## src/rtl/ascon_round_ctrl.sv

```systemverilog
// Ascon permutation round sequencer: counts rounds and cycles-per-round, and
// emits round constants plus constant-generator controls from registered state.
module ascon_round_ctrl #(
  parameter int CYC_PER_ROUND = 3
) (
  input  logic       clk,
  input  logic       rst,
  input  logic       start,
  input  logic [3:0] nr,
  output logic       busy,
  output logic       done,
  output logic       cst_sel,
  output logic       cst_en,
  output logic [7:0] round_cst,
  output logic       round_first,
  output logic       round_last,
  output logic [1:0] phase
);

  typedef enum logic [1:0] {
    IDLE = 2'd0,
    RUN  = 2'd1,
    DONE = 2'd2
  } state_e;

  localparam logic [1:0] PH_LAST  = 2'(CYC_PER_ROUND - 1);
  localparam logic [3:0] IDX_LAST = 4'd11;

  state_e     state_q, state_d;
  logic [3:0] idx_q, idx_d;
  logic [3:0] first_q, first_d;
  logic [1:0] phase_d;
  logic [3:0] nr_eff;

  logic       busy_d, done_d, cst_sel_d, cst_en_d;
  logic       round_first_d, round_last_d, run_d;
  logic [7:0] round_cst_d;

  // NOTE: every signal gets a default before the case so no path leaves it
  // unassigned; otherwise synthesis infers a latch.
  always_comb begin
    state_d = state_q;
    idx_d   = idx_q;
    first_d = first_q;
    phase_d = phase;
    nr_eff  = (nr == 4'd0 || nr > 4'd12) ? 4'd12 : nr;

    case (state_q)
      IDLE: begin
        if (start) begin
          state_d = RUN;
          idx_d   = 4'd12 - nr_eff;
          first_d = 4'd12 - nr_eff;
          phase_d = 2'd0;
        end
      end
      RUN: begin
        if (phase == PH_LAST) begin
          phase_d = 2'd0;
          if (idx_q == IDX_LAST) state_d = DONE;
          else                   idx_d   = idx_q + 4'd1;
        end else begin
          phase_d = phase + 2'd1;
        end
      end
      DONE:    state_d = IDLE;
      default: state_d = IDLE;
    endcase

    // Outputs are decoded from next state so they land in registers with it.
    run_d         = (state_d == RUN);
    busy_d        = (state_d != IDLE);
    done_d        = (state_d == DONE);
    cst_en_d      = run_d && (phase_d == 2'd0);
    round_first_d = run_d && (idx_d == first_d);
    round_last_d  = run_d && (idx_d == IDX_LAST);
    cst_sel_d     = cst_en_d && round_first_d;
    round_cst_d   = run_d ? {4'hF - idx_d, idx_d} : 8'h00;
  end

  // NOTE: sequential state uses non-blocking assignments so all registers
  // update together from pre-edge values.
  always_ff @(posedge clk) begin
    // NOTE: only control state is reset; there is no storage array here, and
    // a reset first_q of 0 is the 12-round default.
    if (rst) begin
      state_q     <= IDLE;
      idx_q       <= 4'd0;
      first_q     <= 4'd0;
      phase       <= 2'd0;
      busy        <= 1'b0;
      done        <= 1'b0;
      cst_sel     <= 1'b0;
      cst_en      <= 1'b0;
      round_cst   <= 8'h00;
      round_first <= 1'b0;
      round_last  <= 1'b0;
    end else begin
      state_q     <= state_d;
      idx_q       <= idx_d;
      first_q     <= first_d;
      phase       <= phase_d;
      busy        <= busy_d;
      done        <= done_d;
      cst_sel     <= cst_sel_d;
      cst_en      <= cst_en_d;
      round_cst   <= round_cst_d;
      round_first <= round_first_d;
      round_last  <= round_last_d;
    end
  end

endmodule

```

## config.mk

```make
export PLATFORM = sky130hd
export DESIGN_NAME = ascon_round_ctrl
export DESIGN_NICKNAME = d
export VERILOG_FILES = /design/src/rtl/ascon_round_ctrl.sv
export SDC_FILE = /design/constraint.sdc
export NUM_CORES = 1
export LEC_CHECK = 0
export ABC_AREA = 0
export CORE_MARGIN = 1.5
export CORE_UTILIZATION = 30
export CTS_CLUSTER_DIAMETER = 200
export DETAILED_ROUTE_END_ITERATION = 7
export HOLD_SLACK_MARGIN = 0.05
export PLACE_DENSITY = 0.62
export SKIP_LAST_GASP = 1
export SYNTH_ARGS = -nofsm -noshare
export SYNTH_HDL_FRONTEND = slang
export SYNTH_SLANG_ARGS = --single-unit
```

## constraint.sdc

```tcl
create_clock -name clk -period 2.44 [get_ports clk]
set_input_delay 0.244 -clock clk [delete_from_list [all_inputs] [get_ports clk]]
set_output_delay 0.244 -clock clk [all_outputs]
set_load 0.05 [all_outputs]
```

# Yosys cells after proc, flatten, opt, wreduce, memory -nomap -nowiden
# Cells that the tools add are included.
# Widths: inputs -> output; s select.
dict set report word_totals {
  regBits 26
  output_inout_bits 16
  elab_cells 48
}
dict set report op_classes {
  addsub 4
  n_lt_le_gt_ge 1
  eq_ne 7
  mux 14
  n_bitwise 1
  reduce_logical 10
}
# cell count
set ops {}
lappend ops {{$mux 4} 6}
lappend ops {{$mux 2} 5}
lappend ops {{$eq 4x4->1 const B} 2}
lappend ops {{$pmux 2 s2} 2}
lappend ops {{$pmux 4 s2} 1}
lappend ops {{$sub 4x4->4 const A} 2}
lappend ops {{$add 4x1->4 const B} 1}
lappend ops {{$eq 2x1->1 const B} 2}
lappend ops {{$eq 2x2->1 const B} 2}
lappend ops {{$eq 4x4->1} 1}
lappend ops {{$gt 4x4->1 const B} 1}
lappend ops {{$logic_and 1x1->1} 4}
lappend ops {{$logic_not 2->1} 2}
lappend ops {{$logic_not 4->1} 1}
lappend ops {{$add 2x1->2 const B} 1}
lappend ops {{$reduce_bool 2->1} 1}
lappend ops {{$reduce_or 2->1} 1}
lappend ops {{$logic_or 1x1->1} 1}
lappend ops {{$not 1->1} 1}

# Depth between registers and ports, before layout
# Gate-level depths: netlist of run 1.
dict set report logic_depth {
  word_depth 9
  mapped_depth 8
}

# Least setup slack after synthesis of run 1
# Ideal clock, no wire load.
dict set report synth_timing {
  kind {register to register}
  start {register phase[1]}
  end {register cst_sel}
  t_arrival_ps 1988
  path_slack_ps 388
  stages_incl_launch_ff 8
  cell_sequence {dfxtp_1 -> clkbuf_2 -> nand2b_4 -> or2_1 -> a311o_1 -> a221oi_2 -> nand2_1 -> nor2_1}
}
dict set report synth_via {
  elab_chain_len 6
  elab_cells_between_ends 15
  cone_classes {1 x add/sub; 3 x eq/ne; 7 x mux; 4 x reduce/logical}
}
# element line_no
set synth_rtl {}
lappend synth_rtl {{start, declared} 17} ;# output logic [1:0] phase
lappend synth_rtl {{start signal, assigned} 102} ;# phase <= phase_d;
lappend synth_rtl {{$add 2x1->2 / $eq 2x2->1 (equally long branches)} {63, 58}}
lappend synth_rtl {{$mux 2 / $mux 4 (equally long branches)} 58} ;# if (phase == PH_LAST) begin
lappend synth_rtl {{$pmux 2 s2 / $pmux 4 s2 (equally long branches)} 48} ;# case (state_q)
lappend synth_rtl {{$logic_not 2->1, or another cell as far along} 74} ;# cst_en_d = run_d && (phase_d == 2'd0);
lappend synth_rtl {{$logic_and 1x1->1 (on tied branches)} {74, 75}}
lappend synth_rtl {{$logic_and 1x1->1 *} 77} ;# cst_sel_d = cst_en_d && round_first_d;
lappend synth_rtl {{end signal, assigned} 105} ;# cst_sel <= cst_sel_d;
lappend synth_rtl {{end, declared} 12} ;# output logic cst_sel,
# Mark *: on every way between the ends. The rest lies on a longest branch, timed or not.
# A chain may end at the register's enable or synchronous reset.

# Worst setup path after layout of run 1
dict set report layout_timing {
  start {register idx_q[0]}
  end {register round_last}
}
dict set report layout_via {
  elab_chain_len 6
  elab_cells_between_ends 12
  cone_classes {1 x add/sub; 3 x eq/ne; 7 x mux; 1 x reduce/logical}
}
# element line_no
set layout_rtl {}
lappend layout_rtl {{start, declared} 30} ;# logic [3:0] idx_q, idx_d;
lappend layout_rtl {{start signal, assigned} 100} ;# idx_q <= idx_d;
lappend layout_rtl {{$add 4x1->4 / $eq 4x4->1 (equally long branches)} {61, 60}}
lappend layout_rtl {{$mux 4 / $mux 2 (equally long branches)} 60} ;# if (idx_q == IDX_LAST) state_d = DONE;
lappend layout_rtl {{$mux 4 / $mux 2 (equally long branches)} 58}
lappend layout_rtl {{$pmux 4 s2 / $pmux 2 s2 (equally long branches)} 48}
lappend layout_rtl {{$eq 4x4->1 / $eq 2x1->1 (equally long branches)} {76, 71}}
lappend layout_rtl {{$logic_and 1x1->1 *} 76} ;# round_last_d = run_d && (idx_d == IDX_LAST);
lappend layout_rtl {{end signal, assigned} 109} ;# round_last <= round_last_d;
lappend layout_rtl {{end, declared} 16} ;# output logic round_last,
# Marks and branches as above.

==> key figures, run 1 <==
Floorplan
  • Ports: 23
  • Row Count: 22
  • Core area: about 3700 sq um
  • Die X: 65.8 um
  • Height of the die: about 66 um
  • Initial core utilization: approximately a third
  • Die area: around 4300 sq um

Finish
  • Area added between synthesis and finish: 28.4%
  • Register area: roughly 520 sq um
  • Share of post-route cells with drive strength above 1: a little over a tenth
  • Layout Nets: roughly 170
  • Footprint of the multi-input gates: between 600 and 700 sq um
  • Finished Layout Cells: 203
  • Layout fillers: between 300 and 400
  • Fin util: about two fifths
  • Antenna Cells: 0

Global routing
  • Total gr overflow: 0
  • Initial antenna violation count: 0
  • Vias in the first global route: approximately 900
  • Overall routing resource usage: about an eighth
  • Largest net degree at the start of global routing: 16
  • Global-route wire length before repair: around 4000 um

Critical path
  • Worst Setup End Kind: register
  • Slowest stage cell, crit path: dfxtp_1
  • Type of the worst setup path: register to register
  • Worst Path Buf+Inv: 0
  • Critical path launch point type: register
  • Worst Path Arrival: roughly 2200 ps
  • CP top delay family: simple AND/OR/NAND/NOR gates
  • WP data required: 2620 ps
  • Crit path cell chain: ha_1 > nand3b_4 > nor4b_4 > o21a_1 > or3_4 > nor2_4 > nor4b_2
  • CP peak stage delay: around 450 ps
  • Worst-path fanout max: 6

Timing
  • Fmax: just under 500 MHz
  • Unrepaired setup endpoints after global routing: no
  • Tmin final: between 2000 and 2500 ps
  • Slew Viols, Final: 0
  • Setup violators final: 0
  • Slew margin rel.: between 60% and 70%
  • Fin Setup TNS: 0 ps
  • Crit share post-route: between 80% and 90%
  • Final Hold Vio Count: 0
  • Slew @ Worst Pin: 494 ps
  • Clock skew: roughly 5.3 ps

Clock network
  • Cts hold-fix bufs: 0
  • Root buf cell: clkbuf_8
  • Post CTS Setup Buffer Count: 0
  • CTS clk-pin slew, worst paths: 90 ps
  • Longest Clk Path Bufs: 2
  • Post_cts resized: 0
  • H-Tree Depth: 1
  • Cts bufs inserted: 3
  • CTS tree: done
  • Clock Sink Count: 26
  • Clock latency on the worst-skew pair: 270 ps

Synth
  • Ys async rst share: 0%
  • Post-synth cell types: 44
  • Cell Area, Synth: roughly 1200 sq um
  • Seq/Total Area, Yosys: 43.9%
  • Post-Synthesis Cells: 132
  • Ys flop type: dfxtp_1
  • Post-Syn Area per Cell: roughly 9.0 sq um
  • Syn. warnings: 0
  • Seq cells post-synth: 26
  • Post-synth EDFFs: 0
  • Synthesized Nets: around 140

Run status
  • Status: finished clean

Drt
  • Via count: 997
  • Drt pass-1 iters: 4
  • WL final: around 2400 um
  • Remaining antenna violation count: 0
  • Starting DRT DRC Count: 37
  • # DRC: 0
  • Wirelength per Cell: between 10 and 15 um
  • Via/cell ratio: ~4.9

Placed design
  • Placed cell count: between 150 and 200
  • Placer Congestion: just under 0.9
  • DP Wirelength: 1800 um
  • Port Buffers: 22

Run
  • Max_cap viols: 0

Power and ir drop
  • Static leakage: a little over 0.6 nW
  • Pwr Density: 681 nW/um^2
  • Maximum VDD drop: about 0.00021 V

Hold path
  • Hold Path Class: register to register
[Yosys cell counts, drive strengths merged (2+ instances only)]
master	instances	area [sq um]
and2	3	20.0
inv	2	7.51
nand2	13	48.8
buf	2	16.3
clkbuf	3	13.8
a21oi	7	35.0
a221oi	2	23.8
nor2	27	109
a31oi	2	12.5
dfxtp	26	521
nor3	6	30.0
nand3	5	25.0
ha	2	25.0
nand2b	3	26.3
nor4	3	18.8
xor2	3	26.3
o21ai	2	10.0
nor4b	2	38.8
or3	2	17.5
[flip-flops by register name, summed over array words and instances (netlist names)]
name         count
round_cst        8
first_q          4
round_first      1
phase            2
busy             1
done             1
state_q          2
idx_q            4
cst_en           1
round_last       1
cst_sel          1
[tightest hold or removal path, delay by kind of cell, from the launching register on]
family | cells | cell delay [ps]
DFF | 1 | 330
and+or+nand+nor | 1 | 50
AOI/OAI and AO/OA | 1 | 50
[final timing paths]
kind / startpoint / end / slack [ps] / cells after the start
worst max register to register: idx_q[0]$_SDFF_PP0_ / round_last$_SDFF_PP0_ / 380 / 7
worst min register to register: first_q[0]$_SDFF_PP0_ / first_q[0]$_SDFF_PP0_ / 470 / 2
worst min-delay path: first_q[0]$_SDFF_PP0_ / first_q[0]$_SDFF_PP0_ / 470 / 2
worst max-delay path: idx_q[0]$_SDFF_PP0_ / round_last$_SDFF_PP0_ / 380 / 7
[metal layers]
metal	track usage (%)	wire [um]	up-vias
met3	2.04	103	6
met2	19.6	1150	28
met1	15.5	1100	458
met5	0	0	-
met4	6.77	49	0
li1	-	-	505
[cell usage in the layout, fill, tap and decap left out, types with 2 or more instances in the layout]
cell,n
inv_1,2
a31oi_1,2
nor4_1,3
nor3_1,6
dfxtp_1,26
and2_1,2
buf_4,2
ha_1,2
nor2_1,26
nand2_1,13
clkdlybuf4s50_1,22
nand3_1,5
o21ai_0,2
a21oi_1,7
nand2b_1,2
clkbuf_8,3
xor2_1,3
[through the flow]
step	setup WS (ps)	hold slack, ps	area, sq um	total power, W
floorplan	388	322	1180	0.000631
global placement	369	464	1450	0.000694
detailed placement	319	463	1450	0.000696
CTS	367	476	1520	0.00105
global route	298	503	1520	0.00109
finish	381	474	1520	0.00104
[cell families (layout without fill, tap and decap cells)]
logic type,count (synthesis),in the layout,synth area share [%]
buffers and inverters,7,30,3.17
flip-flops,26,26,43.9
XOR/XNOR,4,4,2.96
AND/OR/NAND/NOR,70,70,33.3
AO/OA/AOI/OAI,21,21,12.8
adder cells (fa/ha/maj),2,2,2.11
multiplexers,2,2,1.80
[final cells by class]
| type | instances | share of cell area (%) |
|---|---|---|
| clock inverters | 1 | 1.97 |
| repair buffers | 24 | 15.5 |
| flip-flops and latches | 26 | 34.2 |
| clock buffers | 3 | 2.71 |
| multi-input cells | 99 | 41.2 |
| inverters | 2 | 0.493 |
| well taps | 48 | 3.95 |
[report_power, final]
group,total (W),switching [W],internal [W]
Combinational,0.000216,0.000132,0.0000834
Clock,0.000350,0.000131,0.000219
Sequential,0.000471,0.0000203,0.000451
Total,0.00104,0.000283,0.000753
No activity file was read; power rests on OpenSTA's default activity.
==> run 2, diff against run 1 <==
- clock period: 2.44 -> 1.95 ns (I/O delays scaled with it)
==> key figures, run 2 (synthesized netlist as in run 1, its figures left out) <==
Critical path
  • Worst-path fanout max: 6
  • WP data required: between 2000 and 2500 ps
  • Worst Path Arrival: about 2000 ps
  • Worst reg2reg path depth: 7
  • Worst reg2reg setup slack: between 100 and 150 ps
  • CP peak stage delay: 410 ps
  • CP top delay family: simple AND/OR/NAND/NOR gates
  • FF-to-FF Start: idx_q[0]$_SDFF_PP0_
  • Worst r2r dst: round_last$_SDFF_PP0_
  • Worst Path Buf+Inv: 0
  • Slowest stage cell, crit path: or3_4
  • Critical path launch point type: register
  • Crit path cell chain: ha_1 > nand3b_4 > nor4b_4 > o21a_1 > or3_4 > nor2_4 > nor4b_2
  • Type of the worst setup path: register to register
  • Worst Setup End Kind: register

Clock network
  • Cts bufs inserted: 3
  • CTS clk-pin slew, worst paths: roughly 90 ps
  • Root buf cell: clkbuf_8
  • Clock Sink Count: 26
  • CTS tree: done
  • H-Tree Depth: 1
  • Longest Clk Path Bufs: 2
  • Clock latency on the worst-skew pair: approximately 260 ps

Global routing
  • Vias in the first global route: between 900 and 1,000
  • Global-route wire length before repair: between 4000 and 5000 um
  • Initial antenna violation count: 0
  • Largest net degree at the start of global routing: 16
  • Total gr overflow: 0
  • Overall routing resource usage: 13.2%

Floorplan
  • Ports: 23
  • Row Count: 22
  • Height of the die: between 60 and 70 um
  • Core area: 3720 sq um
  • Initial core utilization: roughly a third
  • Die area: ~4300 sq um
  • Die X: roughly 66 um

Finish
  • Share of post-route cells with drive strength above 1: 18.7%
  • Layout Nets: 176
  • Max reg flops: 8
  • Area added between synthesis and finish: 36.4%
  • Largest regs: round_cst: 8 flops, first_q: 4 flops, idx_q: 4 flops
  • Commonest non-fill, non-tap cells in the layout: nor2_1, dfxtp_1, clkdlybuf4s50_1
  • Fin area: between 1500 and 2000 sq um
  • Most common cell after layout, fill and taps aside: nor2_1
  • Top reg by flops: round_cst
  • Antenna Cells: 0

Run status
  • Status: finished clean

Drt
  • Via count: between 1,000 and 1,500
  • Wirelength per Cell: around 13 um
  • Via/cell ratio: roughly 4.9
  • Starting DRT DRC Count: 24
  • Drt pass-1 iters: 4
  • WL final: 2690 um
  • Remaining antenna violation count: 0
  • # DRC: 0

Hold path
  • Hold endpoint: first_q[0]$_SDFF_PP0_
  • Hold path cells: 2
  • Launch point of the worst hold path: first_q[0]$_SDFF_PP0_
  • Hold Path Class: register to register

Timing
  • Slew @ Worst Pin: around 530 ps
  • Fmax: approximately 540 MHz
  • Crit share post-route: 94.1%
  • Slew Viols, Final: 0
  • Slew margin rel.: 64.3%
  • Setup violators final: 0
  • Clock skew: around 1.6 ps
  • Worst setup margin: about 110 ps
  • Tmin final: approximately 1800 ps
  • Final Hold Vio Count: 0
  • Unrepaired setup endpoints after global routing: no

Run
  • Max_cap viols: 0

Power and ir drop
  • Maximum VDD drop: around 0.00026 V
  • NetSw: 0.000361 W
  • Static leakage: ~0.66 nW
  • Switching Fraction: 27.3%
  • Gate power share: roughly 22%
  • Sequential share of power: around 45%
  • Pwr Density: ~820 nW/um^2
  • Cell internal pwr: 0.000961 W
  • Clock power share: roughly 33%

Placed design
  • Post-DP Area: 1540 sq um
  • DP Wirelength: about 2000 um
  • Place WS: -45.7 ps
  • Port Buffers: 22
  • Placer Congestion: roughly 0.85
run 2: cell types whose count changed in the layout (fill, tap and decap cells not counted), sizes merged:
cell,delta
buf,+11
run 2: area by class of cell:
| cell class | count | area, sq um |
|---|---|---|
| fillers | 400 | 2100 |
| multi-input cells | 99 | 636 |
| flip-flops and latches | 26 | 524 |
| repair buffers | 35 | 318 |
| well taps | 48 | 60.1 |
| clock buffers | 3 | 41.3 |
| clock inverters | 1 | 30.0 |
| inverters | 2 | 7.51 |
run 2: per-layer routing:
metal / track usage, % / vias to the layer above / part of all wire (%)
met2: 22.0 / 25 / 50
met5: 0 / - / 0
met3: 2.73 / 2 / 4.7
li1: - / 534 / -
met4: 4.43 / 0 / 0.48
met1: 17.0 / 492 / 45
run 2: how the worst max path moves through the flow:
stage / start / to / slack, ps / cells past startpoint
2_1_floorplan: phase[1]$_SDFF_PP0_ / cst_sel$_SDFF_PP0_ / 70 / 7
3_3_place_gp: idx_q[0]$_SDFF_PP0_ / round_cst[4]$_SDFF_PP0_ / 6 / 5
3_5_place_dp: start / round_first$_SDFF_PP0_ / -50 / 6
4_1_cts: idx_q[0]$_SDFF_PP0_ / round_last$_SDFF_PP0_ / 90 / 7
5_1_grt: idx_q[0]$_SDFF_PP0_ / round_first$_SDFF_PP0_ / 4 / 7
6_report: idx_q[0]$_SDFF_PP0_ / round_last$_SDFF_PP0_ / 110 / 7
run 2: per-stage QoR:
stage          hold slack (ps)  std cells  TNS [ps]  utilization (%)  power [W]
3_5_place_dp               462        210     -87.6             41.3   0.000895
4_1_cts                    475        214         0             43.5    0.00135
6_report                   469        214         0             43.5    0.00132
5_1_grt                    507        214         0             43.5    0.00139
2_1_floorplan              273        132         0                -   0.000790
3_3_place_gp               459        210         0             41.3   0.000892
run 2: worst register-to-register path: cells and delay by family (launching register included):
family | cells | cell delay (ps)
AO/OA/AOI/OAI | 1 | 210
adder cells (fa/ha/maj) | 1 | 230
flip-flops | 1 | 350
AND/OR/NAND/NOR | 5 | 970
run 2: what timing repair did:
action,CTS,global route
endpoints found under the setup margin,2,1
hold buffers,0,0
pin swaps,0,1
gates resized for setup,1,1
buffers inserted,0,0
run 2: power by group through the flow:
stage                     registers (W)  clock network [W]  logic [W]
final                          0.000587           0.000438   0.000296
after global routing           0.000593           0.000483   0.000317
after CTS                      0.000588           0.000459   0.000298
after detailed placement       0.000600                  0   0.000295
after global placement         0.000599                  0   0.000292
after floorplan                0.000667                  0   0.000122
